## src/rtl/ps2_pkg.sv

```systemverilog
// Shared scan-code constants, FSM state types and held-key entry type for the
// PS/2 key tracker and its ASCII map.
package ps2_pkg;

  localparam logic [7:0] SC_E0     = 8'hE0;
  localparam logic [7:0] SC_F0     = 8'hF0;
  localparam logic [7:0] SC_E1     = 8'hE1;
  localparam logic [7:0] SC_LSHIFT = 8'h12;
  localparam logic [7:0] SC_RSHIFT = 8'h59;
  localparam logic [7:0] SC_CAPS   = 8'h58;

  typedef enum logic [1:0] {F_IDLE, F_POP, F_PROC} fetch_state_t;
  typedef enum logic [1:0] {D_BASE, D_EXT, D_BRK, D_EXT_BRK} dec_state_t;

  typedef struct packed {
    logic       ext;
    logic [7:0] code;
  } key_ent_t;

  function automatic logic is_shift(key_ent_t k);
    return !k.ext && (k.code == SC_LSHIFT || k.code == SC_RSHIFT);
  endfunction

endpackage

```

## src/rtl/ps2_key_tracker_if.sv

```systemverilog
// Byte FIFO handshake between ps2_keyboard (master) and the key tracker (slave):
// head byte + non-empty flag, active-low one-cycle pop strobe back.
interface ps2_key_tracker_if;
  logic [7:0] ps2_data;
  logic       ps2_ready;
  logic       nextdata_n;

  modport master (output ps2_data, output ps2_ready, input nextdata_n);
  modport slave  (input ps2_data, input ps2_ready, output nextdata_n);
endinterface

```

## src/rtl/ps2_ascii_map.sv

```systemverilog
// Combinational set-2 scan code to ASCII: letters follow shift XOR caps,
// digits/space/enter fixed, extended or unmapped codes give 00.
module ps2_ascii_map
  import ps2_pkg::*;
(
  input  logic [7:0] code,
  input  logic       ext,
  input  logic       shift,
  input  logic       caps,
  output logic [7:0] ascii
);

  logic [7:0] letter;

  always_comb begin
    letter = 8'h00;
    ascii  = 8'h00;
    case (code)
      8'h1C: letter = 8'h61; 8'h32: letter = 8'h62; 8'h21: letter = 8'h63;
      8'h23: letter = 8'h64; 8'h24: letter = 8'h65; 8'h2B: letter = 8'h66;
      8'h34: letter = 8'h67; 8'h33: letter = 8'h68; 8'h43: letter = 8'h69;
      8'h3B: letter = 8'h6A; 8'h42: letter = 8'h6B; 8'h4B: letter = 8'h6C;
      8'h3A: letter = 8'h6D; 8'h31: letter = 8'h6E; 8'h44: letter = 8'h6F;
      8'h4D: letter = 8'h70; 8'h15: letter = 8'h71; 8'h2D: letter = 8'h72;
      8'h1B: letter = 8'h73; 8'h2C: letter = 8'h74; 8'h3C: letter = 8'h75;
      8'h2A: letter = 8'h76; 8'h1D: letter = 8'h77; 8'h22: letter = 8'h78;
      8'h35: letter = 8'h79; 8'h1A: letter = 8'h7A;
      default: letter = 8'h00;
    endcase
    case (code)
      8'h45: ascii = 8'h30; 8'h16: ascii = 8'h31; 8'h1E: ascii = 8'h32;
      8'h26: ascii = 8'h33; 8'h25: ascii = 8'h34; 8'h2E: ascii = 8'h35;
      8'h36: ascii = 8'h36; 8'h3D: ascii = 8'h37; 8'h3E: ascii = 8'h38;
      8'h46: ascii = 8'h39;
      8'h29: ascii = 8'h20;
      8'h5A: ascii = 8'h0D;
      default: ascii = (letter != 8'h00 && (shift ^ caps)) ? letter - 8'h20 : letter;
    endcase
    if (ext) ascii = 8'h00;
  end

endmodule

```

## src/rtl/ps2_key_tracker.sv

```systemverilog
// Scan-code decoder + press-ordered held-key table. One byte per 3 cycles;
// results appear the cycle after F_PROC; pops the FIFO only from F_POP.
module ps2_key_tracker
  import ps2_pkg::*;
#(
  parameter int N_KEYS        = 4,
  parameter int CNT_W         = 8,
  parameter bit IGNORE_REPEAT = 1'b1
) (
  input  logic                          clk,
  input  logic                          reset_n,
  ps2_key_tracker_if.slave              ps2,
  output logic                          evt_valid,
  output logic                          evt_make,
  output logic                          evt_ext,
  output logic [7:0]                    evt_code,
  output logic [7:0]                    cur_code,
  output logic                          cur_ext,
  output logic [7:0]                    ascii,
  output logic [$clog2(N_KEYS+1)-1:0]   held_cnt,
  output logic [CNT_W-1:0]              press_cnt,
  output logic                          caps,
  output logic                          overflow
);

  localparam int CW = $clog2(N_KEYS + 1);

  fetch_state_t f_state, f_next;
  dec_state_t   d_state, d_next;
  logic [7:0]   byte_q;
  logic         dec_make, dec_brk, dec_ext;
  key_ent_t     tbl [N_KEYS];
  key_ent_t     new_ent, cur_ent;
  logic         hit, full, shift_on, evt_fire, accept;
  logic [CW-1:0] hit_idx;
  logic [7:0]   map_ascii;

  always_ff @(posedge clk or posedge reset_n) begin
    if (reset_n) begin
      f_state <= F_IDLE;
      d_state <= D_BASE;
      byte_q  <= '0;
    end else begin
      f_state <= f_next;
      d_state <= d_next;
      if (f_state == F_POP) byte_q <= ps2.ps2_data;
    end
  end

  always_comb begin
    f_next         = f_state;
    ps2.nextdata_n = 1'b1;
    case (f_state)
      F_IDLE:  if (ps2.ps2_ready) f_next = F_POP;
      F_POP:   begin ps2.nextdata_n = 1'b0; f_next = F_PROC; end
      F_PROC:  f_next = F_IDLE;
      default: f_next = F_IDLE;
    endcase
  end

  always_comb begin
    d_next   = d_state;
    dec_make = 1'b0;
    dec_brk  = 1'b0;
    dec_ext  = 1'b0;
    if (f_state == F_PROC) begin
      case (d_state)
        D_BASE: begin
          if (byte_q == SC_E0)      d_next = D_EXT;
          else if (byte_q == SC_F0) d_next = D_BRK;
          else if (!(byte_q inside {SC_E1, 8'hAA, 8'hFA, 8'h00, 8'hFF})) dec_make = 1'b1;
        end
        D_EXT: begin
          if (byte_q == SC_F0) d_next = D_EXT_BRK;
          else if (byte_q != SC_E0) begin
            dec_make = 1'b1;
            dec_ext  = 1'b1;
            d_next   = D_BASE;
          end
        end
        D_BRK:     begin dec_brk = 1'b1; d_next = D_BASE; end
        D_EXT_BRK: begin dec_brk = 1'b1; dec_ext = 1'b1; d_next = D_BASE; end
        default:   d_next = D_BASE;
      endcase
    end
  end

  // Slots at or above held_cnt are kept zero, so a removal can shift the whole upper part.
  always_comb begin
    new_ent.ext  = dec_ext;
    new_ent.code = byte_q;
    hit      = 1'b0;
    hit_idx  = '0;
    shift_on = 1'b0;
    cur_ent  = '0;
    for (int j = 0; j < N_KEYS; j++) begin
      if (CW'(j) < held_cnt) begin
        if (!hit && tbl[j] == new_ent) begin
          hit     = 1'b1;
          hit_idx = CW'(j);
        end
        if (is_shift(tbl[j])) shift_on = 1'b1;
      end
      if (CW'(j + 1) == held_cnt) cur_ent = tbl[j];
    end
  end

  assign full     = (held_cnt == CW'(N_KEYS));
  assign evt_fire = dec_brk | (dec_make & (~hit | ~IGNORE_REPEAT));
  assign accept   = dec_make & ~hit & ~full;

  always_ff @(posedge clk or posedge reset_n) begin
    if (reset_n) begin
      for (int j = 0; j < N_KEYS; j++) tbl[j] <= '0;
      held_cnt  <= '0;
      press_cnt <= '0;
      caps      <= 1'b0;
      overflow  <= 1'b0;
      evt_valid <= 1'b0;
      evt_make  <= 1'b0;
      evt_ext   <= 1'b0;
      evt_code  <= '0;
    end else begin
      evt_valid <= evt_fire;
      if (evt_fire) begin
        evt_make <= dec_make;
        evt_ext  <= dec_ext;
        evt_code <= byte_q;
      end
      if (dec_make && hit && !IGNORE_REPEAT) press_cnt <= press_cnt + CNT_W'(1);
      if (dec_make && !hit && full) overflow <= 1'b1;
      if (accept) begin
        for (int j = 0; j < N_KEYS; j++)
          if (CW'(j) == held_cnt) tbl[j] <= new_ent;
        held_cnt  <= held_cnt + CW'(1);
        press_cnt <= press_cnt + CNT_W'(1);
        overflow  <= 1'b0;
        if (!new_ent.ext && new_ent.code == SC_CAPS) caps <= ~caps;
      end
      if (dec_brk && hit) begin
        for (int j = 0; j < N_KEYS - 1; j++)
          if (CW'(j) >= hit_idx) tbl[j] <= tbl[j+1];
        tbl[N_KEYS-1] <= '0;
        held_cnt <= held_cnt - CW'(1);
        overflow <= 1'b0;
      end
    end
  end

  ps2_ascii_map u_map (
    .code  (cur_ent.code),
    .ext   (cur_ent.ext),
    .shift (shift_on),
    .caps  (caps),
    .ascii (map_ascii)
  );

  assign cur_code = cur_ent.code;
  assign cur_ext  = cur_ent.ext;
  assign ascii    = is_shift(cur_ent) ? 8'h00 : map_ascii;

endmodule

```

## src/flat_wrapper.sv

```systemverilog
// flat-port wrapper written by rule: the top's interface ports become plain ports
module ps2_key_tracker_flat import ps2_pkg::*;
#(
  parameter int N_KEYS        = 4,
  parameter int CNT_W         = 8,
  parameter bit IGNORE_REPEAT = 1'b1
)
  (clk, reset_n, evt_valid, evt_make, evt_ext, evt_code, cur_code, cur_ext, ascii, held_cnt, press_cnt, caps, overflow, ps2_ps2_data, ps2_ps2_ready, ps2_nextdata_n);
  ps2_key_tracker_if ps2_i ();
  input  logic clk;
  input  logic reset_n;
  output logic evt_valid;
  output logic evt_make;
  output logic evt_ext;
  output logic [7:0] evt_code;
  output logic [7:0] cur_code;
  output logic cur_ext;
  output logic [7:0] ascii;
  output logic [$clog2(N_KEYS+1)-1:0] held_cnt;
  output logic [CNT_W-1:0] press_cnt;
  output logic caps;
  output logic overflow;
  input wire logic [$bits(ps2_i.ps2_data)-1:0] ps2_ps2_data;
  input wire logic [$bits(ps2_i.ps2_ready)-1:0] ps2_ps2_ready;
  output wire logic [$bits(ps2_i.nextdata_n)-1:0] ps2_nextdata_n;
  assign ps2_i.ps2_data = ps2_ps2_data;
  assign ps2_i.ps2_ready = ps2_ps2_ready;
  assign ps2_nextdata_n = ps2_i.nextdata_n;
  ps2_key_tracker #(.N_KEYS(N_KEYS), .CNT_W(CNT_W), .IGNORE_REPEAT(IGNORE_REPEAT)) u_core (.clk(clk), .reset_n(reset_n), .ps2(ps2_i), .evt_valid(evt_valid), .evt_make(evt_make), .evt_ext(evt_ext), .evt_code(evt_code), .cur_code(cur_code), .cur_ext(cur_ext), .ascii(ascii), .held_cnt(held_cnt), .press_cnt(press_cnt), .caps(caps), .overflow(overflow));
endmodule
```

## config.mk

```make
export PLATFORM = sky130hd
export DESIGN_NAME = ps2_key_tracker_flat
export DESIGN_NICKNAME = d
export VERILOG_FILES = /design/src/rtl/ps2_pkg.sv /design/src/rtl/ps2_key_tracker_if.sv /design/src/rtl/ps2_ascii_map.sv /design/src/rtl/ps2_key_tracker.sv /design/src/flat_wrapper.sv
export SDC_FILE = /design/constraint.sdc
export NUM_CORES = 1
export LEC_CHECK = 0
export BUFFER_PORTS_ARGS = -buffer_cell sky130_fd_sc_hd__buf_2
export CORE_MARGIN = 2
export CORE_UTILIZATION = 57
export DETAILED_ROUTE_END_ITERATION = 7
export PLACE_DENSITY = 0.73
export SYNTH_ARGS = -nofsm -noshare
export SYNTH_HDL_FRONTEND = slang
export SYNTH_SLANG_ARGS = --single-unit
```

## constraint.sdc

```tcl
create_clock -name clk -period 7.41 [get_ports clk]
set_clock_uncertainty 0.05 [all_clocks]
set_input_delay 0.3705 -clock clk [delete_from_list [all_inputs] [get_ports clk]]
set_output_delay 0.3705 -clock clk [all_outputs]
set_load 0.02 [all_outputs]
```

==> impl_results.md <==
* Tightest Hold Check Type: input pin to register
* Area of the multi-input gates at 3340 um^2
* Average routed wire per standard cell at 21.0 um
* Worst EP required at 6.99 ns
* Hold Fails Final Rpt at 0
* Post-Layout Cell Count at 781
* Syn_nets at 649
* DRC viols at 0
* CTS Sinks at 72
* Post-synth top cells: 72 x dfrtp_1, 54 x nor2_1, 46 x nand2_1
* Hpwl dp at 11.4 mm
* Total track usage at 0.334
* Cts bufs inserted at 9
* Final Max Tran Viols at 0
* Worst path bufs/invs at 3
* Largest cells by area after synthesis: dfrtp_1 33%, xnor2_1 5.8%, mux2i_1 5.1%
* Worst-path fanout max at 19
* Sw Ratio at 0.539
* Sequential share of power at 0.308
* Clk Tree Root Cell: clkbuf_8
* Die area at 10400 um^2
* Row Count at 35
* Slowest stage delay, CP at 0.56 ns
* Setup Buffers After CTS at 0
* Vias in the first global route at 4858
* RD Place Congestion at 0.992
* P_leak at 2.51 nW
* Actual slew at the worst max-slew pin at 1.11 ns
* Post-Synthesis Cells at 625
* # IOs at 53
* Overflow left after global routing at 0
* Clock transition at the registers of the reported paths at 0.10 ns
* Clock Latency Late Sink at 0.37 ns
* CP most frequent cell: ha_1
* Period minus WS final at 5.76 ns
* P_sw at 1.56 mW
* Post-route cell area at 5910 um^2
* Largest net degree at the start of global routing at 73
* Setup TNS at 0 ns
* Delay-heaviest family, CP: compound AO/OA/AOI/OAI gates
* Sequential cell area at 1800 um^2
* Yosys reg bits at 72
* Antenna viol nets, final at 0
* Core area at 9280 um^2
* Die height at 102 um
* Post-synth EDFFs at 0
* Post-layout net count at 671
* DR iter-0 viols at 717
* CP startpoint kind: register
* CP Cell Sequence: inv_1 -> ha_1 -> and3b_1 -> o221ai_1 -> and2_1 -> inv_1 -> ha_1 -> o21ai_0 -> a21oi_1 -> o31ai_1 -> a2111oi_0 -> or3b_2 -> o41ai_1 -> ha_1 -> nand2_1 -> a21oi_1 -> buf_2
* Comb power frac at 0.582
* Vias after detailed routing at 5155
* CP Capture Type: output pin
* Area Growth Syn to Fin at 8.39%
* Post-synthesis async set-or-reset flop share at 1.00
* Part of the cycle the worst path needs at 0.777
* Power Dens Cells at 490 nW/um^2
* Worst EP arrival at 5.33 ns
* Gates resized, CTS repair at 0
* Ant. Diodes at 0
* Most common cell in the netlist: dfrtp_1
* # port buffers at 52
* FMAX at 174 MHz
* Synthesized area at 5460 um^2
* Placed Cells at 765
* Synth top area share at 0.330
* Crit path kind: register to output pin
* Commonest register cell after synthesis: dfrtp_1
* Register area share after synthesis at 0.330
* Cell internal pwr at 1.34 mW
* Initial antenna violation count at 0
* Worst IR drop on VDD at 277 uV
* Status: finished clean
* Clock share of power at 0.111
* Placed Area at 5720 um^2
* Finish-stage setup viols at 0
* Crit-path slowest cell: ha_1
* TritonCTS clock tree: built
* DRT Wirelength at 16.4 mm
* H-tree levels at 3
* Mean post-synth cell area at 8.73 um^2
* RSZ-0062 raised after global routing: false
* Clock Path Buffers at 2
* Distinct cells, synth at 74
* Die W at 102 um
* YS warnings at 0
* Routed vias/inst at 6.60
* Global-route wire length before repair at 26.8 mm
* Fillcell total at 842
* Hold WS at 0.185 ns
* Initial core utilization at 0.588
* Worst slew margin at 0.253
* Finished Core Util at 0.637
* Share of cells above drive strength 1 at 0.186
* Hold_buf cts at 0
* Drt first pass iters at 5
* Cell accounting for the most synthesized area: dfrtp_1
* Max_cap viols at 0
final timing paths:
| path | from | to | slack [ns] | cells past startpoint |
|---|---|---|---|---|
| worst max-delay path | u_core.held_cnt[0] | ascii[5] | 1.65 | 17 |
| worst min-delay path | ps2_ps2_data[0] | u_core.byte_q[0] | 0.18 | 2 |
| worst max register to register | u_core.byte_q[0] | u_core.press_cnt[1] | 3.33 | 8 |
| worst min register to register | u_core.f_state[1] | u_core.f_state[0] | 0.42 | 1 |
| max in group asynchronous | reset_n | u_core.tbl[29] | 6.47 | 3 |
| min in group asynchronous | reset_n | u_core.press_cnt[1] | 0.23 | 3 |
flip-flops by register name, indices dropped and copies added (netlist names):
register,count
u_core.tbl,36
u_core.byte_q,8
u_core.evt_code,8
u_core.press_cnt,8
u_core.held_cnt,3
u_core.d_state,2
u_core.f_state,2
u_core.caps,1
u_core.evt_ext,1
u_core.evt_make,1
u_core.evt_valid,1
u_core.overflow,1
per-layer routing:
layer	vias up	track usage	part of all wire
li1	2337	-	-
met1	2529	0.503	0.45
met2	250	0.493	0.44
met3	39	0.0520	0.080
met4	0	0.109	0.024
met5	-	0	0
logic make-up (layout without fill, tap and decap cells):
logic type,after synthesis,in the layout,share of synthesized area
compound gates,139,139,0.181
xor+xnor,48,48,0.0770
fa+ha+maj,13,13,0.0298
buf+inv,74,101,0.0596
flops,72,72,0.330
mux,46,46,0.0885
simple gates,233,233,0.233
per-stage QoR:
step / power [mW] / setup slack (ns)
detailed placement: 2.53 / 2.21
global placement: 2.50 / 2.41
finish: 2.90 / 1.65
floorplan: 2.04 / 2.70
global route: 3.09 / 1.34
CTS: 2.85 / 1.78
final cells by class:
cell class              instances  area share
repair buffers                 60      0.0542
inverters                      25      0.0159
well taps                     129      0.0273
clock inverters                 6      0.0114
flip-flops and latches         72       0.305
multi-input cells             479       0.565
clock buffers                  10      0.0216
cells in the final DEF, fill, tap and decap left out, types with 12 or more instances in the layout:
cell and count:
nor3_1 12, nand4_1 13, buf_2 52, dfrtp_1 72, a21oi_1 41, mux2i_1 28
ha_1 13, nand2_1 46, nor2_1 54, xnor2_1 36, mux2_2 17, xor2_1 12
nand3_1 24, inv_1 22, nor4_1 16
power groups by stage:
stage | combinational, mW | sequential [mW] | clock [mW]
finish | 1.68 | 0.891 | 0.320
detailed placement | 1.64 | 0.884 | 0
global placement | 1.62 | 0.877 | 0
floorplan | 1.28 | 0.754 | 0
CTS | 1.65 | 0.878 | 0.322
global route | 1.84 | 0.915 | 0.342
No activity file was read; power rests on OpenSTA's default activity.
